===== config.mk =====
export PLATFORM = sky130hd
export DESIGN_NAME = result_drain_flat
export DESIGN_NICKNAME = d
export VERILOG_FILES = /design/src/rtl/result_drain_if.sv /design/src/rtl/result_drain.sv /design/src/flat_wrapper.sv
export SDC_FILE = /design/constraint.sdc
export NUM_CORES = 1
export LEC_CHECK = 0
export CAP_MARGIN = 20
export CORE_MARGIN = 2
export CORE_UTILIZATION = 50
export DETAILED_ROUTE_END_ITERATION = 7
export PLACE_DENSITY_LB_ADDON = 0.25
export SLEW_MARGIN = 30
export SYNTH_ARGS = -nofsm -noshare
export SYNTH_HDL_FRONTEND = slang
export SYNTH_SLANG_ARGS = --single-unit

===== constraint.sdc =====
create_clock -name clk -period 5.8 [get_ports clk]
set_clock_uncertainty 0.05 [all_clocks]
set_input_delay 1.16 -clock clk [delete_from_list [all_inputs] [get_ports clk]]
set_output_delay 1.16 -clock clk [all_outputs]
set_load 0.005 [all_outputs]

===== src/rtl/result_drain_if.sv =====
// SRAM write port between the result drain and the SRAM port mux.
// The drain side owns the write request, address and data.
// The mux side returns the grant that accepts a write.
interface result_drain_if #(
  parameter int DATAWIDTH  = 16,
  parameter int ADDR_WIDTH = 10
);
  logic                  sram_wr;
  logic [ADDR_WIDTH-1:0] sram_addr;
  logic [DATAWIDTH-1:0]  sram_data;
  logic                  sram_ready;

  modport master (
    output sram_wr,
    output sram_addr,
    output sram_data,
    input  sram_ready
  );

  modport slave (
    input  sram_wr,
    input  sram_addr,
    input  sram_data,
    output sram_ready
  );
endinterface


===== src/rtl/result_drain.sv =====
// result_drain: snapshots the flattened systolic-array result vector.
// It writes the results to SRAM one element per accepted write, starting at base_addr.
// Consecutive elements go to consecutive addresses, and the address wraps silently.
// ReLU is optional per drain, and a one-cycle done pulse marks the end of the drain.
module result_drain #(
  parameter int DATAWIDTH  = 16,
  parameter int ARRAY_SIZE = 2,
  parameter int ADDR_WIDTH = 10
) (
  input  logic                                        clk,
  input  logic                                        rst,
  input  logic                                        start,
  input  logic [ADDR_WIDTH-1:0]                       base_addr,
  input  logic                                        relu_en,
  input  logic [ARRAY_SIZE*ARRAY_SIZE*DATAWIDTH-1:0]  data_in,
  result_drain_if.master                              sram,
  output logic                                        busy,
  output logic                                        done
);

  localparam int N     = ARRAY_SIZE * ARRAY_SIZE;
  localparam int IDX_W = (N > 1) ? $clog2(N) : 1;

  typedef enum logic [1:0] {
    IDLE  = 2'd0,
    WRITE = 2'd1,
    DONE  = 2'd2
  } state_t;

  state_t                  state_r;
  logic [N*DATAWIDTH-1:0]  snap_r;     // results captured with start
  logic [ADDR_WIDTH-1:0]   base_r;
  logic                    relu_r;
  logic [IDX_W-1:0]        idx_r;      // element currently presented on the port

  logic                    accept_s;
  logic                    last_s;
  logic [IDX_W-1:0]        next_idx_s;

  // ReLU clamp: negative elements become zero when enabled, everything else passes untouched.
  function automatic logic [DATAWIDTH-1:0] relu_f(input logic [DATAWIDTH-1:0] x,
                                                  input logic                 en);
    logic [DATAWIDTH-1:0] r;
    if (en && x[DATAWIDTH-1]) begin
      r = {DATAWIDTH{1'b0}};
    end else begin
      r = x;
    end
    return r;
  endfunction

  // Handshake decode: write accepted this cycle, last element reached, and the next index.
  always_comb begin
    accept_s   = sram.sram_wr & sram.sram_ready;
    last_s     = (idx_r == IDX_W'(N - 1));
    next_idx_s = idx_r + IDX_W'(1);
  end

  // Drain FSM with all outputs registered; a write is held stable until it is accepted.
  always_ff @(posedge clk) begin
    if (rst) begin
      state_r        <= IDLE;
      snap_r         <= {(N*DATAWIDTH){1'b0}};
      base_r         <= {ADDR_WIDTH{1'b0}};
      relu_r         <= 1'b0;
      idx_r          <= {IDX_W{1'b0}};
      sram.sram_wr   <= 1'b0;
      sram.sram_addr <= {ADDR_WIDTH{1'b0}};
      sram.sram_data <= {DATAWIDTH{1'b0}};
      busy           <= 1'b0;
      done           <= 1'b0;
    end else begin
      case (state_r)
        IDLE: begin
          done <= 1'b0;
          if (start) begin
            snap_r         <= data_in;
            base_r         <= base_addr;
            relu_r         <= relu_en;
            idx_r          <= {IDX_W{1'b0}};
            sram.sram_wr   <= 1'b1;
            sram.sram_addr <= base_addr;
            sram.sram_data <= relu_f(data_in[DATAWIDTH-1:0], relu_en);
            busy           <= 1'b1;
            state_r        <= WRITE;
          end else begin
            busy           <= 1'b0;
          end
        end
        WRITE: begin
          if (accept_s) begin
            if (last_s) begin
              sram.sram_wr <= 1'b0;
              done         <= 1'b1;
              state_r      <= DONE;
            end else begin
              // Present the next element immediately so back-to-back grants see no bubble.
              idx_r          <= next_idx_s;
              sram.sram_addr <= base_r + ADDR_WIDTH'(next_idx_s);
              sram.sram_data <= relu_f(snap_r[int'(next_idx_s)*DATAWIDTH +: DATAWIDTH], relu_r);
            end
          end else begin
            sram.sram_wr <= sram.sram_wr;
          end
        end
        DONE: begin
          done    <= 1'b0;
          busy    <= 1'b0;
          state_r <= IDLE;
        end
        default: begin
          state_r      <= IDLE;
          sram.sram_wr <= 1'b0;
          busy         <= 1'b0;
          done         <= 1'b0;
        end
      endcase
    end
  end

endmodule


===== src/flat_wrapper.sv =====
// flat-port wrapper written by rule: the top's interface ports become plain ports
module result_drain_flat 
#(
  parameter int DATAWIDTH  = 16,
  parameter int ARRAY_SIZE = 2,
  parameter int ADDR_WIDTH = 10
)
  (clk, rst, start, base_addr, relu_en, data_in, busy, done, sram_sram_wr, sram_sram_addr, sram_sram_data, sram_sram_ready);
  result_drain_if #(.DATAWIDTH(DATAWIDTH), .ADDR_WIDTH(ADDR_WIDTH)) sram_i ();
  input  logic clk;
  input  logic rst;
  input  logic start;
  input  logic [ADDR_WIDTH-1:0] base_addr;
  input  logic relu_en;
  input  logic [ARRAY_SIZE*ARRAY_SIZE*DATAWIDTH-1:0] data_in;
  output logic busy;
  output logic done;
  output wire logic [$bits(sram_i.sram_wr)-1:0] sram_sram_wr;
  output wire logic [$bits(sram_i.sram_addr)-1:0] sram_sram_addr;
  output wire logic [$bits(sram_i.sram_data)-1:0] sram_sram_data;
  input wire logic [$bits(sram_i.sram_ready)-1:0] sram_sram_ready;
  assign sram_sram_wr = sram_i.sram_wr;
  assign sram_sram_addr = sram_i.sram_addr;
  assign sram_sram_data = sram_i.sram_data;
  assign sram_i.sram_ready = sram_sram_ready;
  result_drain #(.DATAWIDTH(DATAWIDTH), .ARRAY_SIZE(ARRAY_SIZE), .ADDR_WIDTH(ADDR_WIDTH)) u_core (.clk(clk), .rst(rst), .start(start), .base_addr(base_addr), .relu_en(relu_en), .data_in(data_in), .sram(sram_i), .busy(busy), .done(done));
endmodule

# After elaboration in Yosys (flattened, before gate mapping)
# Cells that the tools add are included.
[word_totals]
ff_bits = 108
in_bits = 79
wordCells = 57
[classes]
n_addsub = 2
n_eq_ne = 7
shift = 1
n_mux = 24
bitwise_logic = 3
reduce_logical = 10
[ops]
columns = ["operator", "count"]
rows = [
  ["$mux 16", 5],
  ["$shiftx 64x7->16", 1],
  ["$pmux 16 s2", 1],
  ["$mux 10", 3],
  ["$pmux 10 s2", 1],
  ["$mux 2", 6],
  ["$add 10x2->10", 1],
  ["$pmux 2 s2", 2],
  ["$reduce_and 4->1", 2],
  ["$eq 2x2->1 const B", 2],
  ["$mux 1", 4],
  ["$ne 2x1->1 const B", 2],
  ["$ne 2x2->1 const B", 2],
  ["$reduce_and 2->1", 2],
  ["$pmux 1 s3", 1],
  ["$reduce_and 3->1", 1],
  ["$add 2x1->2 const B", 1],
  ["$eq 2x1->1 const B", 1],
  ["$logic_and 1x1->1", 2],
  ["$logic_not 2->1", 1],
  ["$not 1->1", 2],
  ["$pmux 1 s2", 1],
  ["$reduce_bool 2->1", 1],
  ["$reduce_or 2->1", 1],
  ["$and 1x1->1", 1],
]

# Depth between registers and ports, before layout
[depth]
ltp_word = 7
depth_mapped = 9

# Least setup slack after synthesis
# Ideal clock, no wire load.
[synth_timing]
kind = "in2reg"
from = "input start"
to = "register u_core.snap_r[22]"
setup_time_ps = 132
arrival_time_ps = 2097
slack_ps = 3520
path_stages = 7
cell_sequence = "nand2b_1 or2_2 clkbuf_1 buf_2 buf_2 nand2_1 a21oi_1"
[synth_via]
elab_chain_len = 1
[synth_lines]
columns = ["item", "line", "rtl"]
rows = [
  ["start, declared", "flat_wrapper.sv:12", "input logic start;"],
  ["$reduce_and 2->1 (no source line)", "n/a", ""],
  ["end signal, assigned", "result_drain.sv:63", "snap_r <= {(N*DATAWIDTH){1'b0}};"],
  ["end signal, assigned", "result_drain.sv:77", "snap_r <= data_in;"],
  ["end, declared", "result_drain.sv:31", "logic [N*DATAWIDTH-1:0] snap_r;"],
]
# Every way passes these cells.
# A chain may end at the register's enable or synchronous reset.

# Worst setup path in the final report
[layout_timing]
from = "register u_core.idx_r[0]"
to = "register u_core.sram.sram_addr[9]"
[layout_via]
elab_chain_len = 5
word_cells_on_any_way = 8
[layout_lines]
columns = ["item", "line", "rtl"]
rows = [
  ["start, declared", "result_drain.sv:34", "logic [IDX_W-1:0] idx_r;"],
  ["start signal, assigned", "result_drain.sv:66", "idx_r <= {IDX_W{1'b0}};"],
  ["start signal, assigned", "result_drain.sv:80", "idx_r <= {IDX_W{1'b0}};"],
  ["start signal, assigned", "result_drain.sv:98", "idx_r <= next_idx_s;"],
  ["$add 2x1->2", "result_drain.sv:56", "next_idx_s = idx_r + IDX_W'(1);"],
  ["$add 10x2->10", "result_drain.sv:99", "sram.sram_addr <= base_r + ADDR_WIDTH'(next_idx_s);"],
  ["$mux 10", "result_drain.sv:92", "if (last_s) begin"],
  ["$mux 10", "result_drain.sv:91", "if (accept_s) begin"],
  ["$pmux 10 s2", "result_drain.sv:73", "case (state_r)"],
  ["end signal, assigned", "result_drain.sv:68", "sram.sram_addr <= {ADDR_WIDTH{1'b0}};"],
  ["end signal, assigned", "result_drain.sv:82", "sram.sram_addr <= base_addr;"],
  ["end signal, assigned", "result_drain.sv:99", ""],
  ["end, declared", "result_drain_if.sv:15", "output sram_addr,"],
]
# Parallel ways exist; a longest one is shown, timed or not. The select of a mux whose other input is x is not followed.

==> summary.txt <==
Run status
  • Status: complete, no violations

Yosys
  • Yosys cell types: between 40 and 50
  • Number of flops mapped to enable cells by yosys: 0
  • Sequential area share after synthesis: 0.467
  • Adder-cell area share of the yosys netlist: 0.0124
  • Compound-Gate Fraction of Synth Area: 0.165
  • Syn Nets: 632
  • Cells after Synth: about 550
  • FF+latch count, synth: around 110
  • Main synth FF type: dfxtp_1
  • Synth area leader: dfxtp_1
  • Post-synthesis xor/xnor area fraction: 0.00567
  • Mux cell area share after synthesis: 0.0840
  • Largest family of logic cells by synthesized area: simple AND/OR/NAND/NOR gates
  • Synth top area share: 0.467
  • Largest cells by area after synthesis: dfxtp_1 (47%), nand2_1 (14%), a21oi_1 (9.0%), mux4_2 (5.3%), mux4_1 (2.8%)
  • Async SR Flop Fraction: 0
  • Synth Area per Inst: between 8 and 9 um^2
  • Simple-gate share of the synthesized area: 0.222
  • Synth warn: 0
  • Synth Cell Area: approximately 4600 um^2

Timing
  • Minimum clock period: about 3200 ps
  • Fmax: 315 MHz
  • Final Setup Violations: 0
  • Slew headroom: 0.387
  • Slew Viols, Final: 0
  • Final hold violations: 0
  • Measured slew at the worst slew-check pin: between 900 and 1000 ps
  • Unrepaired setup endpoints after global routing: no
  • Final period util: 0.547
  • Final setup TNS: 0 ps

Layout
  • Nets@finish: roughly 700
  • Layout cells sized above 1: 0.0680
  • Reg area: about 2200 um^2
  • Post-route insts no fill: ~740
  • Most common cell after layout, fill and taps aside: nand2_1
  • Final instance area: around 6000 um^2
  • Total inserted antenna cells: 0
  • Most frequent cells in the layout: nand2_1 (171), dfxtp_1 (107), clkdlybuf4s50_1 (106)
  • Multi-input logic area: 2280 um^2
  • Fillcell total: slightly below 800
  • Syn-to-layout area delta: 27.0%

Global routing
  • Total grt overflow: 0
  • Vias in the first global route: between 3,000 and 4,000
  • Largest net degree at the start of global routing: between 100 and 150
  • First-pass GRT wire length: 18,600 um
  • Total GRT Usage: 0.235
  • Initial antenna violation count: 0

Die
  • Row cnt: 35
  • Die height: 100 um
  • Die X-Extent: 100 um
  • Initial core utilization: 0.508
  • Core Footprint: slightly above 9000 um^2
  • # IOs: roughly 110
  • Full die area: 10,000 um^2

Detailed routing
  • Post-route ant nets: 0
  • Wire per inst: between 15 and 20 um
  • Overall routed net length: between 10,000 and 15,000 um
  • Vias: approximately 4,100
  • Router iterations before antenna repair: 5
  • Residual DRC count: 0
  • Starting DRT DRC Count: around 300
  • Vias/cell: around 5.6

Clock network
  • PostCTS Resize Cnt: 0
  • CTS buffer count: 9
  • Clk_lat worst skew: 370 ps
  • Root Buffer: clkbuf_8
  • Worst-path clk slew: 100 ps
  • Sink Count: around 110
  • H-tree Lvls: 3
  • Hold-fix buffers at CTS: 0
  • Clk buf depth: 2
  • Setup Buffers After CTS: 0
  • CTS tree: yes

Pwr
  • Peak supply drop: approximately 0.16 mV
  • Pwr Density: ~260 nW/um^2
  • Pleak: between 2 and 2.5 nW

Place
  • Placed Cells: 727
  • Buffers on Ports: around 110
  • HPWL after DPL: between 7000 and 8000 um
  • Placement Cell Area: 5690 um^2
  • GP Congestion: 0.804

Worst hold path
  • Hold crit path type: reg -> reg

Setup path
  • CP bufs+invs: 0
  • WP data arrival: around 3400 ps
  • Setup crit start kind: register
  • Critical path's largest stage delay: ~850 ps
  • Max stage delay cell, worst path: ha_1
  • Worst path cell trace: ha_1 > ha_1 > a21oi_1 > o31a_1 > nor3_1 > o41ai_1
  • Top cell by count, worst path: ha_1
  • Crit path kind: reg -> reg
  • Crit end category: register
  • Crit path max fanout: 19
  • Required @ worst endpoint: between 6000 and 7000 ps
  • Reg2reg setup slack: 2630 ps
  • CP top delay family: adder cells

Flow run
  • Max cap viols: 0
## layer usage
metal	GRT usage	wire length, um	up-vias
met1	0.305	5000	1935
met5	0	0	-
met4	0.0906	160	0
met2	0.403	5690	150
met3	0.0279	761	12
li1	-	-	2052
## kinds of logic (layout without fill, tap and decap cells)
| family | count (synthesis) | after routing |
|---|---|---|
| AO/OA/AOI/OAI | 122 | 122 |
| XOR/XNOR | 3 | 3 |
| adder cells (fa/ha/maj) | 4 | 4 |
| buffers and inverters | 47 | 130 |
| flip-flops | 108 | 108 |
| multiplexers | 17 | 17 |
| AND/OR/NAND/NOR | 248 | 248 |
## stage by stage
| step | power (mW) | util | worst slack (ps) | hold WS [ps] |
|---|---|---|---|---|
| after floorplan | 0.976 | - | 3520 | 382 |
| after global placement | 1.10 | 0.624 | 2370 | 388 |
| after detailed placement | 1.11 | 0.624 | 2460 | 393 |
| after CTS | 1.53 | 0.645 | 2600 | 409 |
| after global routing | 1.59 | 0.645 | 2390 | 423 |
| final | 1.52 | 0.645 | 2630 | 407 |
## layout make-up
type | instances | share of cell area
Multi-Input combinational cell | 394 | 0.387
Sequential cell | 108 | 0.368
Timing Repair Buffer | 111 | 0.187
Tap cell | 111 | 0.0236
Clock buffer | 10 | 0.0234
Clock inverter | 6 | 0.00830
Inverter | 3 | 0.00192
## report_power, final
group / switching, mW / total [mW] / internal, mW
Clock: 0.261 / 0.432 / 0.171
Sequential: 0.0341 / 0.826 / 0.792
Combinational: 0.129 / 0.265 / 0.137
## synth_stat cells (2+ instances only)
cell type  number
o31a_1          2
nor4_1          2
mux4_2         11
buf_2          10
xor2_1          2
nand2b_1        2
inv_1           3
nor3b_1         2
nand3_1         4
buf_6           2
ha_1            3
a211oi_2        4
o21a_1          3
o41ai_1         5
clkbuf_1       28
a221oi_1       11
a21oi_1        83
a311oi_1        2
nand4_1         2
nor3_1         23
nand3b_1        6
nand2_1       171
nor2_1         31
dfxtp_1       108
buf_1           4
mux4_1          5
a21o_1          5
## flip-flops by register name, indices dropped and copies added (netlist names)
signal,count
u_core.state_r,2
u_core.idx_r,2
u_core.base_r,10
u_core.snap_r,64
u_core.sram.sram_data,16
u_core.busy,1
u_core.sram.sram_addr,10
u_core.done,1
u_core.sram.sram_wr,1
u_core.relu_r,1
## tightest hold or removal path: cells and delay by family, from the launching register on
| family | cells | cell delay, ps |
|---|---|---|
| AOI/OAI and AO/OA | 1 | 50 |
| DFF | 1 | 320 |
| and+or+nand+nor | 1 | 50 |
## worst paths after layout
| check | end | depth (start not counted) | startpoint |
|---|---|---|---|
| max reg2reg | u_core.sram.sram_addr[9]$_SDFFE_PP0P_ | 6 | u_core.idx_r[0]$_SDFFE_PP0P_ |
| min reg2reg | u_core.snap_r[30]$_SDFFE_PP0P_ | 2 | u_core.snap_r[30]$_SDFFE_PP0P_ |
| max | u_core.sram.sram_addr[9]$_SDFFE_PP0P_ | 6 | u_core.idx_r[0]$_SDFFE_PP0P_ |
| min | u_core.snap_r[30]$_SDFFE_PP0P_ | 2 | u_core.snap_r[30]$_SDFFE_PP0P_ |
Note: power is estimated with default switching activity, not from simulation.
